==> src/rtl/hash_pad_pkg.sv <==
// Shared types and helpers for the hash message padder: FSM state encoding
// and the message-length field formatter.
package hash_pad_pkg;

   typedef enum logic [2:0] {
      FILL,
      PAD,
      ZERO,
      LEN,
      OUT
   } pad_state_e;

   // Returns the length field in the low len_bytes*8 bits, earliest block byte
   // at the most significant end of that slice.
   function automatic logic [127:0] len_field(input logic [124:0] count,
                                              input logic         big_endian,
                                              input int           len_bytes);
      logic [127:0] bits;
      logic [127:0] res;
      bits = {count, 3'b000};
      res  = '0;
      for (int i = 0; i < 16; i++) begin
         if (i < len_bytes) begin
            res[i*8 +: 8] = big_endian ? bits[i*8 +: 8] : bits[(len_bytes-1-i)*8 +: 8];
         end
      end
      return res;
   endfunction

endpackage

==> src/rtl/hash_msg_padder.sv <==
// MD5/SHA padding front end: buffers one block, appends 0x80, zero fill and the
// bit length. Optional input abort is enabled by defining HASH_PAD_ABORT_EN.
module hash_msg_padder
   import hash_pad_pkg::*;
#(
   parameter int BLOCK_BYTES    = 64,
   parameter bit LEN_BIG_ENDIAN = 1'b1
) (
   input  logic                     clk,
   input  logic                     rst,
`ifdef HASH_PAD_ABORT_EN
   input  logic                     abort,
`endif
   input  logic                     in_valid,
   output logic                     in_ready,
   input  logic [7:0]               in_data,
   input  logic                     in_last,
   input  logic                     in_empty,
   output logic                     out_valid,
   input  logic                     out_ready,
   output logic [BLOCK_BYTES*8-1:0] out_block,
   output logic                     out_last
);

   localparam int LEN_BYTES = BLOCK_BYTES / 8;
   localparam int IDX_W     = $clog2(BLOCK_BYTES);
   localparam int CNT_W     = (BLOCK_BYTES == 128) ? 125 : 64;
   localparam logic [IDX_W-1:0] IDX_LAST = IDX_W'(BLOCK_BYTES - 1);
   localparam logic [IDX_W-1:0] IDX_LEN  = IDX_W'(BLOCK_BYTES - LEN_BYTES);

   pad_state_e                 state;
   pad_state_e                 ret;
   logic [IDX_W-1:0]           idx;
   logic [CNT_W-1:0]           count;
   logic [IDX_W+2:0]           wr_lsb;
   logic [8*LEN_BYTES-1:0]     len_bits;
   logic                       take_byte;
   logic                       take_tail;
   logic                       abort_req;

`ifdef HASH_PAD_ABORT_EN
   assign abort_req = abort;
`else
   assign abort_req = 1'b0;
`endif

   // Byte 0 lives at the MSBs, so buffer position idx maps to bit (LAST-idx)*8.
   assign wr_lsb    = {IDX_LAST - idx, 3'b000};
   assign len_bits  = (8*LEN_BYTES)'(len_field(125'(count), LEN_BIG_ENDIAN, LEN_BYTES));
   assign take_byte = in_valid && in_ready && !(in_last && in_empty);
   assign take_tail = in_valid && in_ready && in_last && in_empty;

   // NOTE: all state, including the block buffer, updates with non-blocking
   // assignments in one clocked block; the buffer is reset because out_block
   // has a defined reset value.
   always_ff @(posedge clk) begin
      if (rst || abort_req) begin
         state     <= FILL;
         ret       <= FILL;
         idx       <= '0;
         count     <= '0;
         out_valid <= 1'b0;
         out_last  <= 1'b0;
         in_ready  <= !rst;
         if (rst) begin
            out_block <= '0;
         end
      end else begin
         unique case (state)
            FILL: begin
               in_ready <= 1'b1;
               if (take_byte) begin
                  out_block[wr_lsb +: 8] <= in_data;
                  idx   <= idx + 1'b1;
                  count <= count + 1'b1;
                  if (idx == IDX_LAST) begin
                     state     <= OUT;
                     ret       <= in_last ? PAD : FILL;
                     out_valid <= 1'b1;
                     out_last  <= 1'b0;
                     in_ready  <= 1'b0;
                  end else if (in_last) begin
                     state    <= PAD;
                     in_ready <= 1'b0;
                  end
               end else if (take_tail) begin
                  state    <= PAD;
                  in_ready <= 1'b0;
               end
            end
            PAD: begin
               out_block[wr_lsb +: 8] <= 8'h80;
               idx <= idx + 1'b1;
               if (idx == IDX_LAST) begin
                  state     <= OUT;
                  ret       <= ZERO;
                  out_valid <= 1'b1;
                  out_last  <= 1'b0;
               end else begin
                  state <= ZERO;
               end
            end
            ZERO: begin
               if (idx == IDX_LEN) begin
                  state <= LEN;
               end else begin
                  out_block[wr_lsb +: 8] <= 8'h00;
                  idx <= idx + 1'b1;
                  if (idx == IDX_LAST) begin
                     state     <= OUT;
                     ret       <= ZERO;
                     out_valid <= 1'b1;
                     out_last  <= 1'b0;
                  end
               end
            end
            LEN: begin
               out_block[8*LEN_BYTES-1:0] <= len_bits;
               state     <= OUT;
               out_valid <= 1'b1;
               out_last  <= 1'b1;
            end
            OUT: begin
               if (out_ready) begin
                  out_valid <= 1'b0;
                  idx       <= '0;
                  if (out_last) begin
                     out_last <= 1'b0;
                     count    <= '0;
                     ret      <= FILL;
                     state    <= FILL;
                     in_ready <= 1'b1;
                  end else begin
                     state    <= ret;
                     in_ready <= (ret == FILL);
                  end
               end
            end
            default: begin
               state    <= FILL;
               in_ready <= 1'b0;
            end
         endcase
      end
   end

endmodule
==> config.mk <==
export PLATFORM = sky130hd
export DESIGN_NAME = hash_msg_padder
export DESIGN_NICKNAME = d
export VERILOG_FILES = /design/src/rtl/hash_pad_pkg.sv /design/src/rtl/hash_msg_padder.sv
export SDC_FILE = /design/constraint.sdc
export NUM_CORES = 1
export LEC_CHECK = 0
export BUFFER_PORTS_ARGS = -buffer_cell sky130_fd_sc_hd__buf_2
export CORE_ASPECT_RATIO = 0.9
export CORE_MARGIN = 2
export CORE_UTILIZATION = 59
export DETAILED_ROUTE_END_ITERATION = 6
export GPL_TIMING_DRIVEN = 1
export PLACE_DENSITY = 0.82
export SLEW_MARGIN = 20
export SYNTH_ARGS = -nofsm -noshare
export SYNTH_HDL_FRONTEND = slang
export SYNTH_SLANG_ARGS = --single-unit
==> constraint.sdc <==
create_clock -name clk -period 7.7 [get_ports clk]
set_input_delay 1.54 -clock clk [delete_from_list [all_inputs] [get_ports clk]]
set_output_delay 1.54 -clock clk [all_outputs]
set_load 0.05 [all_outputs]
======== Yosys cells after proc, flatten, opt, wreduce, memory -nomap -nowiden ========
Index checks and enable logic that the tools add are counted.
operators by class
  shift operators ......................... 4
  bitwise gates (word level) .............. 0
  add/sub/neg operators ................... 4
  divide/modulo/power cells ............... 0
  multipliers ............................. 0
  magnitude comparators ................... 0
  reductions and logical operators ........ 23
  muxes and demuxes ....................... 48
  equal/unequal tests ..................... 16
operator list
  cell                                                          number
  bitwise mux 512 bit                                           3
  one-hot mux 448 bit (3 select lines)                          1
  2-to-1 mux 512 bit                                            2
  indexed part select 8 x 11 -> 512 bit (first input constant)  2
  variable shift 8 x 11 -> 512 bit (first input constant)       1
  indexed part select 8 x 11 -> 512 bit                         1
  one-hot mux 64 bit (4 select lines)                           1
  2-to-1 mux 64 bit                                             3
  one-hot mux 64 bit (2 select lines)                           1
  adder 64 x 1 -> 64 bit (second input constant)                1
  2-to-1 mux 3 bit                                              13
  one-hot mux 6 bit (4 select lines)                            1
  2-to-1 mux 6 bit                                              3
  AND reduction 4 bit                                           4
  2-to-1 mux 1 bit                                              15
  one-hot mux 3 bit (5 select lines)                            1
  == test 6 bit (second input constant)                         2
  one-hot mux 3 bit (4 select lines)                            1
  negation 9 -> 11 bit                                          1
  != test 2 bit (second input constant)                         5
  one-hot mux 1 bit (5 select lines)                            2
  != test 3 bit (second input constant)                         3
  nonzero test 4 bit                                            2
  adder 6 x 1 -> 6 bit (second input constant)                  1
  17 further kinds                                              25
word-level totals
  word-level logic and storage cells ...... 104
  flip-flop bits (word level) ............. 591
  memories ................................ 0
  memory bits (writable) .................. 0
  latch bits .............................. 0
  memory bits (read-only) ................. 0

======== Longest topological paths before layout ========
  word-level depth ........................ 7
  gate-level depth with buffers ........... 13
  gate-level depth less buffers ........... 8

======== Least setup slack after synthesis ========
Ideal clock, no wire load.
  path type ............................... in2reg
  from .................................... input port in_last
  to ...................................... register (tool-made name)
  required time ........................... 7.569 ns
  arrival ................................. 3.045 ns
  setup slack ............................. 4.524 ns
  stages .................................. 8
  cells stage by stage .................... nand2_1 a31oi_1 o32ai_2 buf_2 buf_4 nand3_1 a2111oi_0 nor3_1
RTL lines
  item             RTL line               RTL
  start, declared  hash_msg_padder.sv:17  input logic in_last,

==> summary.md <==
| Metric | Value |
|---|---|
| DRC viols | `0` |
| Synth area leader | `dfxtp_1` |
| Pwr/cell area | `230 nW/um2` |
| Actual slew at the worst max-slew pin | `1.20 ns` |
| Post-CTS Setup Bufs | `0` |
| Area post-placement | `27,200 um2` |
| Synthesized area | `24,400 um2` |
| Crit path capture type | `register` |
| WL final | `around 96 mm` |
| CTS Buf Count | `56` |
| Syn_area_per_cell | `9.25 um2` |
| CTS root buffer | `clkbuf_16` |
| Core area | `about 41,000 um2` |
| Setup Skew | `0.0144 ns` |
| Layout area overhead | `19.5%` |
| Final std cell area, no fill | `around 29,000 um2` |
| First-pass DRT Iterations | `6` |
| Maximum vdd drop | `0.000206 V` |
| Share of post-route cells with drive strength above 1 | `25.1%` |
| DRT antenna net count | `0` |
| Post-route setup TNS | `0 ns` |
| Nets | `around 3,000` |
| Util after Layout | `71.6%` |
| Most frequent cells in the layout | `dfxtp_1 (587), buf_2 (527), nor2_1 (259), nand2_1 (196), a21oi_1 (188)` |
| Fin crit share | `55.8%` |
| Vias in the first global route | `22,953` |
| FMAX | `233 MHz` |
| Iter 0 DRT Violations | `3,265` |
| Post-synthesis cell count | `2,633` |
| Reg clk slew, reported paths | `0.07 ns` |
| Top-area cell type share of the netlist area | `between 40% and 50%` |
| GR Util All Layers | `between 40% and 50%` |
| Worst Path Max Fanout | `15` |
| Syn Nets | `roughly 2,700` |
| Largest net degree at the start of global routing | `108` |
| Hold Path Depth | `2` |
| Initial antenna violation count | `1` |
| Cell variety after synth | `around 100` |
| Final setup vio count | `0` |
| EDFF count, synth | `1` |
| CTS tree | `built` |
| Global placement routability congestion | `between 0.9 and 1` |
| Effective utilization at floorplan | `59.9%` |
| CTS Sinks | `588` |
| Worst Path Required | `roughly 8.2 ns` |
| Max-cap violations | `0` |
| Most common cell after layout, fill and taps aside | `dfxtp_1` |
| Slew Limit Headroom | `about a fifth` |
| Area contributors post-synth | `dfxtp_1 (48%), a22o_1 (4.6%), nor2_1 (4.1%)` |
| WL per Instance | `around 26 um` |
| HPWL after DPL | `67.9 mm` |
| RSZ-0062 raised after global routing | `false` |
| CTS resizes | `0` |
| Status | `finished clean` |
| DR vias/cell | `6.82` |
| Worst hold path class | `reg -> reg` |
| Clock buffer depth | `3` |
| Via count | `around 25,000` |
| Crit path kind | `reg -> reg` |
| Pins Over Slew Limit | `0` |
| Post-synthesis register bit count | `588` |
| Hold-fix buffer count after cts | `0` |
| Final min period | `4.30 ns` |
| First-pass GRT wire length | `142 mm` |
| R2R depth | `10` |
| Number of top-level pins | `between 500 and 600` |
| IO buf count | `528` |
| Clk_lat worst skew | `slightly above 0.6 ns` |
| Site row count | `70` |
| Placed insts | `3,536` |
| Tot Pwr | `6700 uW` |
| Startpoint Class | `register` |
| Arrival @ worst endpoint | `4.76 ns` |
| Final hold vios | `0` |
| Yosys warnings | `0` |
| Die H | `197 um` |
| Reg2Reg Setup Slack | `3.40 ns` |
| Static leakage | `0.0118 uW` |
| H-Tree Depth | `2` |
| Register area share after synthesis | `between 40 and 50%` |
| Chip width | `between 200 and 250 um` |
| Die area | `42,900 um2` |
| Total gr overflow | `0` |
| Post-synth ARST share | `0%` |
| Launching point of the worst reg2reg path | `idx[0]$_SDFFE_PP0P_` |
| Diode count | `0` |
| Top_reg_cell synth | `dfxtp_1` |
| FILL cells | `3,113` |
| Post-Layout Cell Count | `3,640` |
==> cells by family (layout without fill, tap and decap cells) <==
| logic type | after synthesis | in the layout | synth area share (%) |
|---|---|---|---|
| AOI/OAI and AO/OA | 896 | 896 | 27.0 |
| DFF | 588 | 588 | 48.4 |
| buffers and inverters | 252 | 719 | 4.50 |
| xor gates and xnor gates | 42 | 42 | 1.54 |
| adders and majority gates | 4 | 4 | 0.205 |
| muxes | 18 | 18 | 0.745 |
| and+or+nand+nor | 833 | 833 | 17.7 |
==> routing by layer <==
layer / vias up / global-route usage, % / wire length [um]
li1: 10753 / - / -
met1: 11916 / 55.3 / 36400
met2: 1788 / 64.6 / 41900
met3: 355 / 11.8 / 11800
met4: 2 / 24.1 / 5950
met5: - / 0 / 12
==> report_power, final <==
group | internal [uW] | total (uW) | leakage, uW | switching (uW)
Clock | 1620 | 2840 | 0.000943 | 1220
Combinational | 147 | 772 | 0.00609 | 624
Sequential | 3060 | 3090 | 0.00474 | 29.0
Total | 4830 | 6700 | 0.0118 | 1880
==> final cells by class <==
| class | instances | area [um2] | area share (%) |
|---|---|---|---|
| tap | 540 | 676 | 2.32 |
| clock inverter | 28 | 264 | 0.907 |
| sequential | 588 | 11800 | 40.5 |
| multi-input combinational | 1793 | 11600 | 39.8 |
| inverter | 45 | 169 | 0.580 |
| timing repair buffer | 571 | 3000 | 10.3 |
| clock buffer | 75 | 1620 | 5.58 |
==> worst max path at each step <==
stage | start | to | slack [ns] | cells past startpoint
floorplan | in_last | register | 4.52 | 8
global placement | in_last | register | 3.40 | 9
detailed placement | in_last | register | 3.41 | 9
CTS | idx[0]$_SDFFE_PP0P_ | register | 3.41 | 8
global route | idx[0]$_SDFFE_PP0P_ | register | 3.34 | 9
finish | idx[0]$_SDFFE_PP0P_ | register | 3.40 | 10
==> stage by stage <==
step                      setup slack, ns  hold slack [ns]
after floorplan                      4.52            0.459
after global placement               3.40            0.432
after CTS                            3.41            0.451
after global routing                 3.34            0.470
after detailed placement             3.41            0.438
final                                3.40            0.451
==> worst max-delay path, stage by stage, from the launching register on <==
cell and delay [ns]:
dfxtp_1 0.70, buf_4 0.32, inv_2 0.19, ha_1 0.57, inv_1 0.43, o211ai_1 0.37, a21oi_1 0.50, buf_4 0.33
nand3_2 0.30, a21oi_1 0.31, a221oi_1 0.11
==> cell usage after synthesis, types with 8 or more instances <==
cell type,n
nor2_1,264
xnor2_1,34
o221ai_1,10
a311oi_1,28
a211oi_1,13
and2_0,8
nor3_1,41
a22o_1,129
buf_2,48
o21ai_1,19
nor2b_1,16
and4_1,14
a21oi_1,191
dfxtp_1,587
and2_1,11
inv_1,43
nand3_1,95
nand2_1,196
buf_4,14
a221oi_1,19
nand3_2,10
a41oi_1,13
and3_1,29
mux2i_1,17
o2bb2ai_1,113
o21ai_0,90
a22oi_1,70
nand4_1,35
a32oi_1,67
clkbuf_1,135
nor3_2,14
nor4_1,18
a31oi_1,48
or3_1,22
(Power assumes the default switching activity.)
